`src/rtl/serial_subtractor_if.sv`:
```
// Handshake and operand/result bundle for serial_subtractor.
// The master (controlling FSM) drives start/a/b/bin; the slave (the
// subtractor) returns busy/done/diff/bout. When SERIAL_SUBTRACTOR_OVF_EN
// is defined the bundle also carries the two's-complement overflow flag ovf.
interface serial_subtractor_if #(
    parameter int WIDTH = 8
);
    logic             start;
    logic [WIDTH-1:0] a;
    logic [WIDTH-1:0] b;
    logic             bin;
    logic             busy;
    logic             done;
    logic [WIDTH-1:0] diff;
    logic             bout;
`ifdef SERIAL_SUBTRACTOR_OVF_EN
    logic             ovf;

    modport master (output start, a, b, bin, input busy, done, diff, bout, ovf);
    modport slave  (input start, a, b, bin, output busy, done, diff, bout, ovf);
`else
    modport master (output start, a, b, bin, input busy, done, diff, bout);
    modport slave  (input start, a, b, bin, output busy, done, diff, bout);
`endif
endinterface

```
`src/rtl/serial_subtractor.sv`:
```
// Bit-serial subtractor: computes a - b - bin one bit per clock, LSB first,
// through a single full-subtractor cell and a borrow flop.
// Sequence: IDLE -> (start) SHIFT for WIDTH cycles -> DONE (one cycle) -> IDLE.
// diff/bout (and ovf) are loaded only on entry to DONE and hold otherwise.
// Optional feature: define SERIAL_SUBTRACTOR_OVF_EN to add the ovf output
// (two's-complement overflow of the subtraction).
module serial_subtractor #(
    parameter int WIDTH = 8
) (
    input  logic                clk,
    input  logic                rst_n,
    serial_subtractor_if.slave  bus
);
    localparam int CW = (WIDTH > 2) ? $clog2(WIDTH) : 1;

    typedef enum logic [1:0] {
        ST_IDLE  = 2'd0,
        ST_SHIFT = 2'd1,
        ST_DONE  = 2'd2
    } state_t;

    state_t           state_q, state_d;
    logic [CW-1:0]    cnt_q, cnt_d;
    logic [WIDTH-1:0] a_q, a_d;
    logic [WIDTH-1:0] b_q, b_d;
    logic [WIDTH-1:0] sh_q, sh_d;
    logic [WIDTH-1:0] diff_q, diff_d;
    logic             brw_q, brw_d;
    logic             bout_q, bout_d;
    logic             busy_q, busy_d;
    logic             done_q, done_d;
`ifdef SERIAL_SUBTRACTOR_OVF_EN
    logic             ovf_q, ovf_d;
`endif

    logic [1:0]       cell_s;      // {borrow_out, difference bit}
    logic             last_bit_s;

    // One-bit full subtractor: returns {borrow_out, difference}.
    function automatic logic [1:0] full_sub(input logic x, input logic y, input logic bi);
        logic d;
        logic bo;
        d  = x ^ y ^ bi;
        bo = (~x & y) | (~(x ^ y) & bi);
        return {bo, d};
    endfunction

    // Operand registers shift right, so the current bit is always at position 0.
    assign cell_s     = full_sub(a_q[0], b_q[0], brw_q);
    assign last_bit_s = (cnt_q == CW'(WIDTH - 1));

    // Next-state and datapath control for the IDLE/SHIFT/DONE sequence.
    always_comb begin
        state_d = state_q;
        cnt_d   = cnt_q;
        a_d     = a_q;
        b_d     = b_q;
        sh_d    = sh_q;
        diff_d  = diff_q;
        brw_d   = brw_q;
        bout_d  = bout_q;
        busy_d  = 1'b0;
        done_d  = 1'b0;
`ifdef SERIAL_SUBTRACTOR_OVF_EN
        ovf_d   = ovf_q;
`endif
        case (state_q)
            ST_IDLE: begin
                if (bus.start) begin
                    state_d = ST_SHIFT;
                    a_d     = bus.a;
                    b_d     = bus.b;
                    brw_d   = bus.bin;
                    cnt_d   = {CW{1'b0}};
                    busy_d  = 1'b1;
                end else begin
                    state_d = ST_IDLE;
                end
            end
            ST_SHIFT: begin
                // Result bits enter at the MSB so bit 0 lands at position 0 after WIDTH shifts.
                sh_d  = {cell_s[0], sh_q[WIDTH-1:1]};
                a_d   = {1'b0, a_q[WIDTH-1:1]};
                b_d   = {1'b0, b_q[WIDTH-1:1]};
                brw_d = cell_s[1];
                if (last_bit_s) begin
                    state_d = ST_DONE;
                    cnt_d   = {CW{1'b0}};
                    diff_d  = sh_d;
                    bout_d  = cell_s[1];
                    done_d  = 1'b1;
`ifdef SERIAL_SUBTRACTOR_OVF_EN
                    // On the last bit a_q[0]/b_q[0] hold the operand MSBs.
                    ovf_d   = (a_q[0] ^ b_q[0]) & (a_q[0] ^ cell_s[0]);
`endif
                end else begin
                    cnt_d  = cnt_q + CW'(1);
                    busy_d = 1'b1;
                end
            end
            ST_DONE: begin
                state_d = ST_IDLE;
            end
            default: begin
                state_d = ST_IDLE;
            end
        endcase
    end

    // State, datapath and registered output flops with asynchronous clear.
    always_ff @(posedge clk or negedge rst_n) begin
        if (!rst_n) begin
            state_q <= ST_IDLE;
            cnt_q   <= {CW{1'b0}};
            a_q     <= {WIDTH{1'b0}};
            b_q     <= {WIDTH{1'b0}};
            sh_q    <= {WIDTH{1'b0}};
            diff_q  <= {WIDTH{1'b0}};
            brw_q   <= 1'b0;
            bout_q  <= 1'b0;
            busy_q  <= 1'b0;
            done_q  <= 1'b0;
`ifdef SERIAL_SUBTRACTOR_OVF_EN
            ovf_q   <= 1'b0;
`endif
        end else begin
            state_q <= state_d;
            cnt_q   <= cnt_d;
            a_q     <= a_d;
            b_q     <= b_d;
            sh_q    <= sh_d;
            diff_q  <= diff_d;
            brw_q   <= brw_d;
            bout_q  <= bout_d;
            busy_q  <= busy_d;
            done_q  <= done_d;
`ifdef SERIAL_SUBTRACTOR_OVF_EN
            ovf_q   <= ovf_d;
`endif
        end
    end

    assign bus.busy = busy_q;
    assign bus.done = done_q;
    assign bus.diff = diff_q;
    assign bus.bout = bout_q;
`ifdef SERIAL_SUBTRACTOR_OVF_EN
    assign bus.ovf  = ovf_q;
`endif

endmodule

```
`src/flat_wrapper.sv`:
```
// flat-port wrapper written by rule: the top's interface ports become plain ports
module serial_subtractor_flat 
#(
    parameter int WIDTH = 8
)
  (clk, rst_n, bus_start, bus_a, bus_b, bus_bin, bus_busy, bus_done, bus_diff, bus_bout);
  serial_subtractor_if #(.WIDTH(WIDTH)) bus_i ();
  input  logic clk;
  input  logic rst_n;
  input wire logic [$bits(bus_i.start)-1:0] bus_start;
  input wire logic [$bits(bus_i.a)-1:0] bus_a;
  input wire logic [$bits(bus_i.b)-1:0] bus_b;
  input wire logic [$bits(bus_i.bin)-1:0] bus_bin;
  output wire logic [$bits(bus_i.busy)-1:0] bus_busy;
  output wire logic [$bits(bus_i.done)-1:0] bus_done;
  output wire logic [$bits(bus_i.diff)-1:0] bus_diff;
  output wire logic [$bits(bus_i.bout)-1:0] bus_bout;
  assign bus_i.start = bus_start;
  assign bus_i.a = bus_a;
  assign bus_i.b = bus_b;
  assign bus_i.bin = bus_bin;
  assign bus_busy = bus_i.busy;
  assign bus_done = bus_i.done;
  assign bus_diff = bus_i.diff;
  assign bus_bout = bus_i.bout;
  serial_subtractor #(.WIDTH(WIDTH)) u_core (.clk(clk), .rst_n(rst_n), .bus(bus_i));
endmodule
```
`config.mk`:
```
export PLATFORM = sky130hd
export DESIGN_NAME = serial_subtractor_flat
export DESIGN_NICKNAME = d
export VERILOG_FILES = /design/src/rtl/serial_subtractor_if.sv /design/src/rtl/serial_subtractor.sv /design/src/flat_wrapper.sv
export SDC_FILE = /design/constraint.sdc
export NUM_CORES = 1
export LEC_CHECK = 0
export CORE_ASPECT_RATIO = 2
export CORE_MARGIN = 1
export CORE_UTILIZATION = 51
export DETAILED_ROUTE_END_ITERATION = 12
export GPL_TIMING_DRIVEN = 0
export PLACE_DENSITY = 0.88
export SLEW_MARGIN = 10
export SYNTH_ARGS = -nofsm -noshare
export SYNTH_HDL_FRONTEND = slang
export SYNTH_SLANG_ARGS = --single-unit
```
`constraint.sdc`:
```
create_clock -name clk -period 4.09 [get_ports clk]
set_input_delay 1.227 -clock clk [delete_from_list [all_inputs] [get_ports clk]]
set_output_delay 1.227 -clock clk [all_outputs]
set_load 0.02 [all_outputs]
```
==> qor.yml <==
outcome:
  status: "finished with violations"
  violations: "design-rule violations"
global_routing:
  grt_max_degree: 41
  track_usage_pct: 22.7
  antenna_found_initial: 0
  grt_pass1_vias: 1335
  grt_pass1_wl_mm: 6.23
  grt_overflow: 0
route:
  drc: 8
  vias_per_cell: 6.24
  drt-total-wl_mm: 3.65
  initialDrtViolationCount: 33
  antenna_left: 0
  vias: 1235
  first_pass_iters: 8
  routedWlPerCell_um: 18.4
power:
  ir_drop_mv: 0.628
  p_leak_nw: 0.958
  p_per_area_nw_per_um2: 819
  finalPower_w: 0.00180
sta:
  fin_crit_ps: 2550
  skew_ps: 6.82
  drv_slew: 0
  rsz0062_at_grt: "no"
  hold_viol: 0
  final.setup.tns_ps: 0
  slew_headroom_pct: 41.6
  finalSetupViolCount: 0
  tightest_slew_ps: 876
  max_freq_mhz: 392
  fin_crit_sh_pct: 62.4
synthesis:
  synth_edf_count: 0
  syn_area_um2: 1750
  synthTopCellsByArea: "dfrtp_1, mux2_2, o221a_2"
  synthDistinctLibCells: 31
  netlist.area_leader.share_pct: 57.3
  synth_area_leader_cell: "dfrtp_1"
  synthFlopType: "dfrtp_1"
  yosysMostFrequentCell: "dfrtp_1"
  synth.ff_latch_count: 40
  async_flop_share_pct: 100
  synth_fp_nets: 152
  ys_top_cells_by_count: "dfrtp_1, mux2_2, inv_1, a221oi_1, nor4b_1"
  synthCells: 129
  yosys_warnings: 0
  syn_area_per_cell_um2: 13.5
  synth-seq-area-share_pct: 57.3
clocking:
  cts_root_buf: "clkbuf_8"
  cts_resized: 0
  post_cts_buffers: 0
  clk_path_buf_depth: 2
  cts_sinks: 40
  path_clk_slew_ps: 80
  clk_latency_ps: 290
  ctsHoldBuffers: 0
  cts_tree: "done"
  htree_levels: 2
  cts-buffers-inserted: 5
critical_path:
  worst_ep_arrival_time_ps: 2710
  setup.worst_path.end_class: "flip-flop"
  crit_required_ps: 4250
  crit_type: "in2reg"
  cp-start-kind: "input pin"
  r2r_slack_ps: 2330
  cp_max_fo: 10
finish:
  multi_input_area_um2: 642
  syn_to_final_growth_pct: 25.8
  drive_gt1_share_pct: 24.6
  diodes: 0
  layout.nets: 189
  nFillCells: 242
  seqCellArea_um2: 1000
floorplanning:
  initial_core_util_pct: 54.1
  die_width_um: 43.4
  num_io_pins: 31
  core_um2: 3230
  dieArea_um2: 3680
  row_count: 29
  die_y_um: 84.8
place:
  place.gp.congestion: 0.764
  port_buffers: 30
  dpl.hpwl_mm: 2.63
worst_hold_path:
  min_path_type: "reg2reg"
flow_run:
  timing.max_cap.violations: 0
flip-flops by register name, indices dropped and copies added, names as in the netlist:
register	cells
u_core.a_q	8
u_core.b_q	8
u_core.bus.diff	8
u_core.sh_q	7
u_core.cnt_q	3
u_core.state_q	2
u_core.brw_q	1
u_core.bus.bout	1
u_core.bus.busy	1
u_core.bus.done	1
worst paths after layout:
kind | from | endpoint | depth (start not counted)
max | bus_start | u_core.b_q[5] | 5
min | u_core.bus.diff[2] | u_core.bus.diff[2] | 1
max reg2reg | u_core.cnt_q[0] | u_core.bus.diff[3] | 5
min reg2reg | u_core.bus.diff[2] | u_core.bus.diff[2] | 1
max in group asynchronous | rst_n | u_core.bus.diff[1] | 1
min in group asynchronous | rst_n | u_core.a_q[3] | 1
routing by layer:
layer  vias up  global-route usage [%]  routed length (um)
li1        555                       -                   -
met1       633                    25.1                1380
met2        40                    39.8                2060
met3         7                    5.59                 138
met4         0                    9.66                  73
met5         -                       0                   0
per-stage QoR:
step | hold WS [ps] | cell area [um2] | utilization (%) | std cells | setup WS [ps]
final | 505 | 2200 | 68.1 | 198 | 1540
after detailed placement | 494 | 2080 | 64.5 | 190 | 1290
after CTS | 512 | 2200 | 68.1 | 198 | 1580
after global routing | 527 | 2200 | 68.1 | 198 | 1450
after global placement | 481 | 2090 | 64.6 | 190 | 1020
after floorplan | 469 | 1750 | - | 129 | 2020
area by class of cell:
class                           instances  area share (%)
Buffer                                 10            2.56
Clock buffer                            5            3.13
Clock inverter                          3            2.16
Inverter                               13            2.22
Multi-Input combinational cell         66            29.2
Sequential cell                        40            45.5
Tap cell                               31            1.76
Timing Repair Buffer                   30            13.4
kinds of logic after synthesis:
logic type	count (synthesis)	synth area share, %
AOI/OAI and AO/OA	24	12.7
adders and majority gates	3	2.58
buffers and inverters	23	6.01
DFF	40	57.3
muxes	16	10.2
and+or+nand+nor	23	11.2
layout by cell type, fill, tap and decap left out, drive strengths merged:
master	netlist	layout
o311ai	1	1
nand4bb	1	1
mux2i	1	1
nor2b	1	1
nor2	1	1
a221oi	8	8
dfrtp	40	40
bufinv	0	1
a211o	1	1
a21oi	2	2
fa	1	1
clkinv	0	2
nor3b	1	1
nor4b	8	8
a22o	2	2
clkdlybuf4s50	0	29
nor4bb	1	1
clkbuf	3	8
nand2	1	1
ha	2	2
o21bai	1	1
a32o	1	1
o221a	7	7
nand2b	1	1
mux2	15	15
nand3b	1	1
buf	7	8
o21ba	1	1
or4b	7	7
inv	13	13
critical path, cell delays in order:
cell	delay, ps
clkdlybuf4s50_1	500
clkbuf_2	210
clkbuf_1	320
nor4b_1	350
a221oi_1	100
power by group:
part           switching [W]  total, W  internal (W)
Clock               0.000141  0.000324      0.000184
Sequential          0.000111  0.000701      0.000590
Combinational       0.000366  0.000776      0.000410
Total               0.000618   0.00180       0.00118
Note: power is estimated with default switching activity, not from simulation.
